## src/rtl/demux_sched_pkg.sv

```systemverilog
// Shared definitions for the demux slot scheduler.
// Holds channel/select/length widths, the FSM state type and the channel
// selection helpers used by the scheduler top level.
package demux_sched_pkg;

  localparam int unsigned NUM_CH = 4;
  localparam int unsigned SEL_W  = 2;
  localparam int unsigned LEN_W  = 8;

  typedef enum logic [1:0] {
    StIdle,
    StSlot,
    StGuard
  } state_e;

  // A channel is eligible when it is enabled and has a non-zero slot length.
  function automatic logic [NUM_CH-1:0] eligible_mask(input logic [NUM_CH-1:0]       mask,
                                                      input logic [NUM_CH*LEN_W-1:0] len);
    logic [NUM_CH-1:0] elig;
    for (int i = 0; i < int'(NUM_CH); i++) begin
      elig[i] = mask[i] && (len[i*LEN_W +: LEN_W] != '0);
    end
    return elig;
  endfunction

  // Slot length field of one channel.
  function automatic logic [LEN_W-1:0] slot_len(input logic [NUM_CH*LEN_W-1:0] len,
                                                input logic [SEL_W-1:0]        idx);
    logic [LEN_W-1:0] l;
    l = '0;
    for (int i = 0; i < int'(NUM_CH); i++) begin
      if (idx == SEL_W'(i)) l = len[i*LEN_W +: LEN_W];
    end
    return l;
  endfunction

  // Lowest eligible index; 0 when nothing is eligible (caller checks |elig).
  function automatic logic [SEL_W-1:0] first_eligible(input logic [NUM_CH-1:0] elig);
    logic [SEL_W-1:0] idx;
    idx = '0;
    for (int i = int'(NUM_CH) - 1; i >= 0; i--) begin
      if (elig[i]) idx = SEL_W'(i);
    end
    return idx;
  endfunction

  // Next eligible index above current. When none exists the walk wraps to the
  // lowest eligible index and wrap_flag_out is raised (a frame boundary).
  function automatic logic [SEL_W-1:0] next_eligible(input  logic [NUM_CH-1:0] mask,
                                                     input  logic [SEL_W-1:0]  current,
                                                     output logic              wrap_flag_out);
    logic [SEL_W-1:0] idx;
    logic             found;
    idx   = first_eligible(mask);
    found = 1'b0;
    for (int i = 0; i < int'(NUM_CH); i++) begin
      if (!found && mask[i] && (i > int'(current))) begin
        idx   = SEL_W'(i);
        found = 1'b1;
      end
    end
    wrap_flag_out = !found;
    return idx;
  endfunction

endpackage

```

## src/rtl/demux_sched_cfg_shadow.sv

```systemverilog
// Double-buffered configuration for the demux slot scheduler.
// i_cfg_load captures mask/lengths into the pending set; i_apply (asserted by
// the scheduler at frame boundaries and while idle) promotes a valid pending
// set to active and pulses o_cfg_ack for one cycle.
// Ports:
//   i_clk, i_rst             clock, async active-high reset
//   i_cfg_load/mask/len      configuration capture strobe and data
//   i_apply                  promote pending to active if pending is valid
//   o_pend_valid/mask/len    pending configuration
//   o_act_mask/len           active configuration
//   o_cfg_ack                one-cycle pulse when pending became active
module demux_sched_cfg_shadow
  import demux_sched_pkg::*;
(
  input  logic                    i_clk,
  input  logic                    i_rst,
  input  logic                    i_cfg_load,
  input  logic [NUM_CH-1:0]       i_cfg_mask,
  input  logic [NUM_CH*LEN_W-1:0] i_cfg_len,
  input  logic                    i_apply,
  output logic                    o_pend_valid,
  output logic [NUM_CH-1:0]       o_pend_mask,
  output logic [NUM_CH*LEN_W-1:0] o_pend_len,
  output logic [NUM_CH-1:0]       o_act_mask,
  output logic [NUM_CH*LEN_W-1:0] o_act_len,
  output logic                    o_cfg_ack
);

  logic                    r_pend_valid;
  logic [NUM_CH-1:0]       r_pend_mask;
  logic [NUM_CH*LEN_W-1:0] r_pend_len;
  logic [NUM_CH-1:0]       r_act_mask;
  logic [NUM_CH*LEN_W-1:0] r_act_len;
  logic                    r_cfg_ack;

  always_ff @(posedge i_clk or posedge i_rst) begin
    if (i_rst) begin
      r_pend_valid <= 1'b0;
      r_pend_mask  <= '0;
      r_pend_len   <= '0;
      r_act_mask   <= '0;
      r_act_len    <= '0;
      r_cfg_ack    <= 1'b0;
    end else begin
      r_cfg_ack <= 1'b0;
      if (i_apply && r_pend_valid) begin
        r_act_mask   <= r_pend_mask;
        r_act_len    <= r_pend_len;
        r_cfg_ack    <= 1'b1;
        r_pend_valid <= 1'b0;
      end
      // A load in the same cycle as an apply wins pending: the old values were
      // just promoted and the new ones wait for the next boundary.
      if (i_cfg_load) begin
        r_pend_mask  <= i_cfg_mask;
        r_pend_len   <= i_cfg_len;
        r_pend_valid <= 1'b1;
      end
    end
  end

  assign o_pend_valid = r_pend_valid;
  assign o_pend_mask  = r_pend_mask;
  assign o_pend_len   = r_pend_len;
  assign o_act_mask   = r_act_mask;
  assign o_act_len    = r_act_len;
  assign o_cfg_ack    = r_cfg_ack;

endmodule

```

## src/rtl/demux_slot_scheduler.sv

```systemverilog
// Time-division scheduler driving the select of a 4-way demultiplexer.
// Walks eligible channels in ascending order, one programmable-length slot
// each, separated by GUARD blank cycles. Config changes land only at frame
// boundaries (or while idle). All outputs are registered.
// Ports:
//   i_clk, i_rst        clock, async active-high reset
//   i_enable            run request, honoured at slot boundaries
//   i_cfg_load          capture strobe for i_cfg_mask / i_cfg_len
//   o_cfg_ack           pulse when pending config becomes active
//   o_sel               demux select
//   o_slot_active       select valid (demux data gated when low)
//   o_slot_start        first cycle of every slot
//   o_frame_start       first cycle of the first slot of a frame
//   o_busy              FSM not idle
module demux_slot_scheduler
  import demux_sched_pkg::*;
#(
  parameter int unsigned GUARD = 1
) (
  input  logic                    i_clk,
  input  logic                    i_rst,
  input  logic                    i_enable,
  input  logic                    i_cfg_load,
  input  logic [NUM_CH-1:0]       i_cfg_mask,
  input  logic [NUM_CH*LEN_W-1:0] i_cfg_len,
  output logic                    o_cfg_ack,
  output logic [SEL_W-1:0]        o_sel,
  output logic                    o_slot_active,
  output logic                    o_slot_start,
  output logic                    o_frame_start,
  output logic                    o_busy
);

  localparam int unsigned GCW          = (GUARD > 1) ? $clog2(GUARD) : 1;
  localparam int unsigned GuardLoadInt = (GUARD > 0) ? GUARD - 1 : 0;
  localparam logic [GCW-1:0] GuardLoad = GuardLoadInt[GCW-1:0];

  state_e           r_state, w_state_d;
  logic [SEL_W-1:0] r_ch, w_ch_d;
  logic [LEN_W-1:0] r_cnt, w_cnt_d;
  logic [GCW-1:0]   r_gcnt, w_gcnt_d;
  logic             r_slot_active, r_slot_start, r_frame_start, r_busy;
  logic             w_slot_start_d, w_frame_start_d;

  logic                    w_apply;
  logic                    w_pend_valid;
  logic [NUM_CH-1:0]       w_pend_mask, w_act_mask;
  logic [NUM_CH*LEN_W-1:0] w_pend_len, w_act_len;
  logic [NUM_CH-1:0]       w_act_elig, w_eff_elig;
  logic [NUM_CH*LEN_W-1:0] w_eff_len;
  logic [SEL_W-1:0]        w_next_ch, w_first_ch;
  logic                    w_wrap, w_decide, w_launch_first;

  demux_sched_cfg_shadow u_cfg_shadow (
    .i_clk        (i_clk),
    .i_rst        (i_rst),
    .i_cfg_load   (i_cfg_load),
    .i_cfg_mask   (i_cfg_mask),
    .i_cfg_len    (i_cfg_len),
    .i_apply      (w_apply),
    .o_pend_valid (w_pend_valid),
    .o_pend_mask  (w_pend_mask),
    .o_pend_len   (w_pend_len),
    .o_act_mask   (w_act_mask),
    .o_act_len    (w_act_len),
    .o_cfg_ack    (o_cfg_ack)
  );

  // At a boundary the config that will be active after this edge decides the
  // first channel, so look through to pending when it is about to be applied.
  assign w_act_elig = eligible_mask(w_act_mask, w_act_len);
  assign w_eff_elig = w_pend_valid ? eligible_mask(w_pend_mask, w_pend_len) : w_act_elig;
  assign w_eff_len  = w_pend_valid ? w_pend_len : w_act_len;

  always_comb begin
    w_state_d       = r_state;
    w_ch_d          = r_ch;
    w_cnt_d         = r_cnt;
    w_gcnt_d        = r_gcnt;
    w_slot_start_d  = 1'b0;
    w_frame_start_d = 1'b0;
    w_apply         = 1'b0;
    w_decide        = 1'b0;
    w_launch_first  = 1'b0;
    w_wrap          = 1'b0;
    w_next_ch       = next_eligible(w_act_elig, r_ch, w_wrap);
    w_first_ch      = first_eligible(w_eff_elig);

    unique case (r_state)
      StIdle: begin
        w_apply = 1'b1;
        if (i_enable && (|w_eff_elig)) w_launch_first = 1'b1;
      end
      StSlot: begin
        if (r_cnt != '0) begin
          w_cnt_d = r_cnt - LEN_W'(1);
        end else if (GUARD > 0) begin
          w_state_d = StGuard;
          w_gcnt_d  = GuardLoad;
        end else begin
          w_decide = 1'b1;
        end
      end
      StGuard: begin
        if (r_gcnt != '0) w_gcnt_d = r_gcnt - GCW'(1);
        else              w_decide = 1'b1;
      end
      default: w_state_d = StIdle;
    endcase

    // End of slot (and guard): stop, advance within the frame, or start a new frame.
    if (w_decide) begin
      if (!i_enable) begin
        w_state_d = StIdle;
      end else if (!w_wrap) begin
        w_state_d      = StSlot;
        w_ch_d         = w_next_ch;
        w_cnt_d        = slot_len(w_act_len, w_next_ch) - LEN_W'(1);
        w_slot_start_d = 1'b1;
      end else begin
        w_apply = 1'b1;
        if (|w_eff_elig) w_launch_first = 1'b1;
        else             w_state_d = StIdle;
      end
    end

    if (w_launch_first) begin
      w_state_d       = StSlot;
      w_ch_d          = w_first_ch;
      w_cnt_d         = slot_len(w_eff_len, w_first_ch) - LEN_W'(1);
      w_slot_start_d  = 1'b1;
      w_frame_start_d = 1'b1;
    end
  end

  always_ff @(posedge i_clk or posedge i_rst) begin
    if (i_rst) begin
      r_state       <= StIdle;
      r_ch          <= '0;
      r_cnt         <= '0;
      r_gcnt        <= '0;
      r_slot_active <= 1'b0;
      r_slot_start  <= 1'b0;
      r_frame_start <= 1'b0;
      r_busy        <= 1'b0;
    end else begin
      r_state       <= w_state_d;
      r_ch          <= w_ch_d;
      r_cnt         <= w_cnt_d;
      r_gcnt        <= w_gcnt_d;
      r_slot_active <= (w_state_d == StSlot);
      r_slot_start  <= w_slot_start_d;
      r_frame_start <= w_frame_start_d;
      r_busy        <= (w_state_d != StIdle);
    end
  end

  assign o_sel         = r_ch;
  assign o_slot_active = r_slot_active;
  assign o_slot_start  = r_slot_start;
  assign o_frame_start = r_frame_start;
  assign o_busy        = r_busy;

endmodule

```

## config.mk

```make
export PLATFORM = sky130hd
export DESIGN_NAME = demux_slot_scheduler
export DESIGN_NICKNAME = d
export VERILOG_FILES = /design/src/rtl/demux_sched_pkg.sv /design/src/rtl/demux_sched_cfg_shadow.sv /design/src/rtl/demux_slot_scheduler.sv
export SDC_FILE = /design/constraint.sdc
export NUM_CORES = 1
export LEC_CHECK = 0
export ABC_AREA = 1
export BUFFER_PORTS_ARGS = -buffer_cell sky130_fd_sc_hd__buf_2
export CAP_MARGIN = 20
export CORE_AREA = 5 5 116 118
export DETAILED_ROUTE_END_ITERATION = 10
export DIE_AREA = 0 0 121 123
export PLACE_DENSITY = 0.63
export SETUP_SLACK_MARGIN = 0.3
export SYNTH_ARGS = -nofsm -noshare
export SYNTH_HDL_FRONTEND = slang
export SYNTH_SLANG_ARGS = --single-unit
export TNS_END_PERCENT = 5
```

## constraint.sdc

```tcl
create_clock -name i_clk -period 3.8 [get_ports i_clk]
set_input_delay 0.19 -clock i_clk [delete_from_list [all_inputs] [get_ports i_clk]]
set_output_delay 0.19 -clock i_clk [all_outputs]
set_load 0.005 [all_outputs]
```

==> flow_metrics.tcl <==
set metrics [dict create \
    status "completed" \
    post-route-min-period_ns 2.95 \
    pre_cts_slack_ns 0.925 \
    h-tree-depth 3 \
    clkPwrFrac_pct 41.4 \
    cts_tree "yes" \
    cts_buffers 9 \
    synth_cell_type_count 43 \
    crit-reg2reg-launch "u_cfg_shadow.o_pend_valid$_DFFE_PP0P_" \
    p_sw_uw 587 \
    min_from "i_cfg_len[8]" \
    tns_ns 0 \
    synth_area_per_cell_um2 7.44 \
    io_pins 47 \
    dp.cells 928 \
    antennaDiodeCount 0 \
    fin_ws_ns 0.852 \
    p_int_mw 1.63 \
    synth_top_area_cell "dfrtp_1" \
    stdcell_count 946 \
    p_sw_share_pct 26.4 \
    chipWidth_um 121 \
    endpoint_kind "register" \
    synthToLayoutAreaGrowth_pct 13.7 \
    first_iter_violations 349 \
    drc 0 \
    ff2ff_path_depth 18 \
    yosysWarnings 0 \
    vias_per_cell 5.01 \
    die_h_um 123 \
    rows 41 \
    slew_headroom_pct 35.7 \
    port_buffers 46 \
    rsz0062_at_grt "no" \
    nets 813 \
    finalHoldViolCount 0 \
    grt_pass1_vias 4637 \
    ant_nets 0 \
    crit_type "reg2reg" \
    crit_arrival_ns 3.18 \
    max-vdd-ir-drop_uv 248 \
    synth_nets 773 \
    initial_core_util_pct 43.9 \
    r2r_end "r_cnt[6]$_DFF_PP0_" \
    min_path_cells 3 \
    yosysSeqAreaShare_pct 41.5 \
    min_path_type "in2reg" \
    vias 4740 \
    setup_viol 0 \
    antenna_found_initial 0 \
    cts_root_buf "clkbuf_16" \
    globalRouteOverflowTotal 0 \
    final_area_mm2 0.00617 \
    grt_usage_pct 21.9 \
    worstMarginPinSlew_ns 0.964 \
    synth-seq-cells 90 \
    place_area_mm2 0.00583 \
    wirelength_mm 15.0 \
    start_kind "register" \
    netlist.area_leader.share_pct 41.5 \
    grt_max_degree 74 \
    drt-wirelength-per-cell_um 15.9 \
    synthCells 729 \
    cts_sinks 90 \
    clock.fmax_ghz 0.339 \
    seqPwrFrac_pct 45.4 \
    core_mm2 0.0124 \
    layout-drive-gt1-share_pct 17.2 \
    worst-path-max-fanout 33 \
    dr.pass1.iters 5 \
    grt_first_pass_wirelength_mm 24.8 \
    cts.clk_slew.worst_paths_ns 0.06 \
    combPwrFrac_pct 13.3 \
    total_power_mw 2.22 \
    synth_area_leaders "dfrtp_1 (42%), nand2_1 (14%), o21ai_0 (8.8%)" \
    clk_latency_ns 0.35 \
    dieArea_mm2 0.0149 \
    clk_path_buf_depth 2 \
    p_leak_nw 3.09 \
    drv_cap 0 \
    place.gp.congestion 0.959 \
    hpwlAfterDp_mm 11.9 \
    worstPathRequired_ns 4.03 \
    fin_crit_sh_pct 77.6 \
    syn_area_mm2 0.00543 \
    drv_slew 0 \
    r2r_setup_slack_ns 0.85 \
    min_to "u_cfg_shadow.o_pend_len[8]$_DFFE_PP0P_" \
    powerDensity_mw_per_mm2 360 \
    fin_skew_ns 0.00547 \
]
## cell type report
class,instances,area (µm²)
tap,172,215
timing repair buffer,52,310
fill,1217,6190
inverter,97,365
clock inverter,3,46.3
clock buffer,13,260
sequential,90,2250
multi-input combinational,519,2720
## worst max-delay path by stage
stage / startpoint / endpoint / slack, ns / cells after the start
finish: u_cfg_shadow.o_pend_valid$_DFFE_PP0P_ / r_cnt[6]$_DFF_PP0_ / 0.85 / 18
global route: u_cfg_shadow.o_act_len[20]$_DFFE_PP0P_ / r_cnt[6]$_DFF_PP0_ / 0.54 / 22
CTS: u_cfg_shadow.o_pend_valid$_DFFE_PP0P_ / r_cnt[6]$_DFF_PP0_ / 0.90 / 18
detailed placement: u_cfg_shadow.o_pend_valid$_DFFE_PP0P_ / r_cnt[6]$_DFF_PP0_ / 0.92 / 18
global placement: u_cfg_shadow.o_act_len[20]$_DFFE_PP0P_ / r_cnt[2]$_DFF_PP0_ / 0.94 / 17
floorplan: i_rst / o_busy$_DFF_PP0_ / 1.27 / 1
## stage by stage
| stage | hold slack (ns) | utilization (%) |
|---|---|---|
| finish | 0.0430 | 49.9 |
| global route | 0.0457 | 49.9 |
| CTS | 0.0288 | 49.6 |
| detailed placement | 0.402 | 47.1 |
| global placement | 0.396 | 47.1 |
| floorplan | 0.307 | - |
## sequential cells by signal, indices dropped and copies added (netlist names)
register                   cells
r_state                        2
u_cfg_shadow.o_act_mask        4
u_cfg_shadow.o_pend_valid      1
o_frame_start                  1
u_cfg_shadow.o_pend_len       32
o_sel                          2
r_cnt                          8
u_cfg_shadow.o_act_len        32
u_cfg_shadow.o_cfg_ack         1
o_busy                         1
o_slot_active                  1
o_slot_start                   1
u_cfg_shadow.o_pend_mask       4
## synth_stat cells, drive strengths merged
| library cell | instances |
|---|---|
| nand2 | 227 |
| o211ai | 12 |
| buf | 2 |
| nand4 | 18 |
| a21o | 1 |
| clkbuf | 21 |
| nor2 | 73 |
| o21ai | 101 |
| or2 | 3 |
| o221ai | 3 |
| nor4b | 1 |
| nor3 | 1 |
| nand3 | 48 |
| o21bai | 2 |
| a21oi | 9 |
| a32oi | 1 |
| o2111ai | 1 |
| inv | 97 |
| xor2 | 6 |
| ha | 4 |
| dfrtp | 90 |
| a22oi | 1 |
| o22ai | 1 |
| xnor2 | 1 |
| a21boi | 1 |
| a31oi | 3 |
| o21a | 1 |
## placed cells by master, fill, tap and decap left out, types with 2 or more instances in the layout
master	count
nor2_1	57
nor2_8	3
o21bai_1	2
nor2_2	5
clkbuf_8	2
xor2_1	6
nand4_2	2
nand2_2	14
clkbuf_16	9
nand4_1	15
nor2_4	8
dfrtp_1	90
nand3_1	37
o21ai_1	4
nand3_2	7
a31oi_1	3
buf_4	3
a21oi_1	8
o211ai_1	12
inv_1	85
clkbuf_1	2
o21ai_2	2
nand2_1	207
o21ai_0	95
nand2_4	5
nand3_4	4
buf_2	46
o221ai_1	3
inv_2	11
ha_1	4
## kinds of logic after synthesis
family	after synthesis	synth area share, %
adders and majority gates	4	0.922
and+or+nand+nor	371	33.7
xor gates and xnor gates	7	1.13
DFF	90	41.5
AOI/OAI and AO/OA	137	14.3
buffers and inverters	120	8.44
## per-layer routing
layer / global-route usage, % / routed length, µm / vias to the layer above
met3: 3.20 / 576 / 18
li1: - / - / 2424
met1: 30.9 / 7230 / 2197
met2: 34.4 / 6910 / 101
met4: 8.14 / 302 / 0
met5: 0 / 0 / -
## critical path, stage by stage, from the launching register on
cell,delay (ns)
dfrtp_1,0.57
buf_4,0.37
nand2_1,0.08
o21bai_1,0.17
o21ai_2,0.11
nor2_4,0.09
nand2_2,0.21
nand3_1,0.12
nand3_1,0.09
nand2_1,0.05
nand2_1,0.18
inv_1,0.11
ha_1,0.22
nand2_1,0.11
nor2_2,0.05
nand3_1,0.07
nand2_1,0.05
nor2_1,0.13
a21oi_2,0.04
## power by group through the flow
stage,sequential (mW),clock [mW],combinational [mW]
after floorplan,1.02,0,0.202
after global placement,1.02,0,0.289
after CTS,1.01,0.944,0.292
after global routing,1.01,0.983,0.339
after detailed placement,1.03,0,0.290
final,1.01,0.919,0.294
## timing repair
item | CTS | global route
gates resized for setup | 0 | 0
hold buffers | 0 | 1
setup buffers | 0 | 0
endpoints found under the setup margin | 0 | 0
hold endpoints to repair | 0 | 52
No activity file was read; power rests on OpenSTA's default activity.
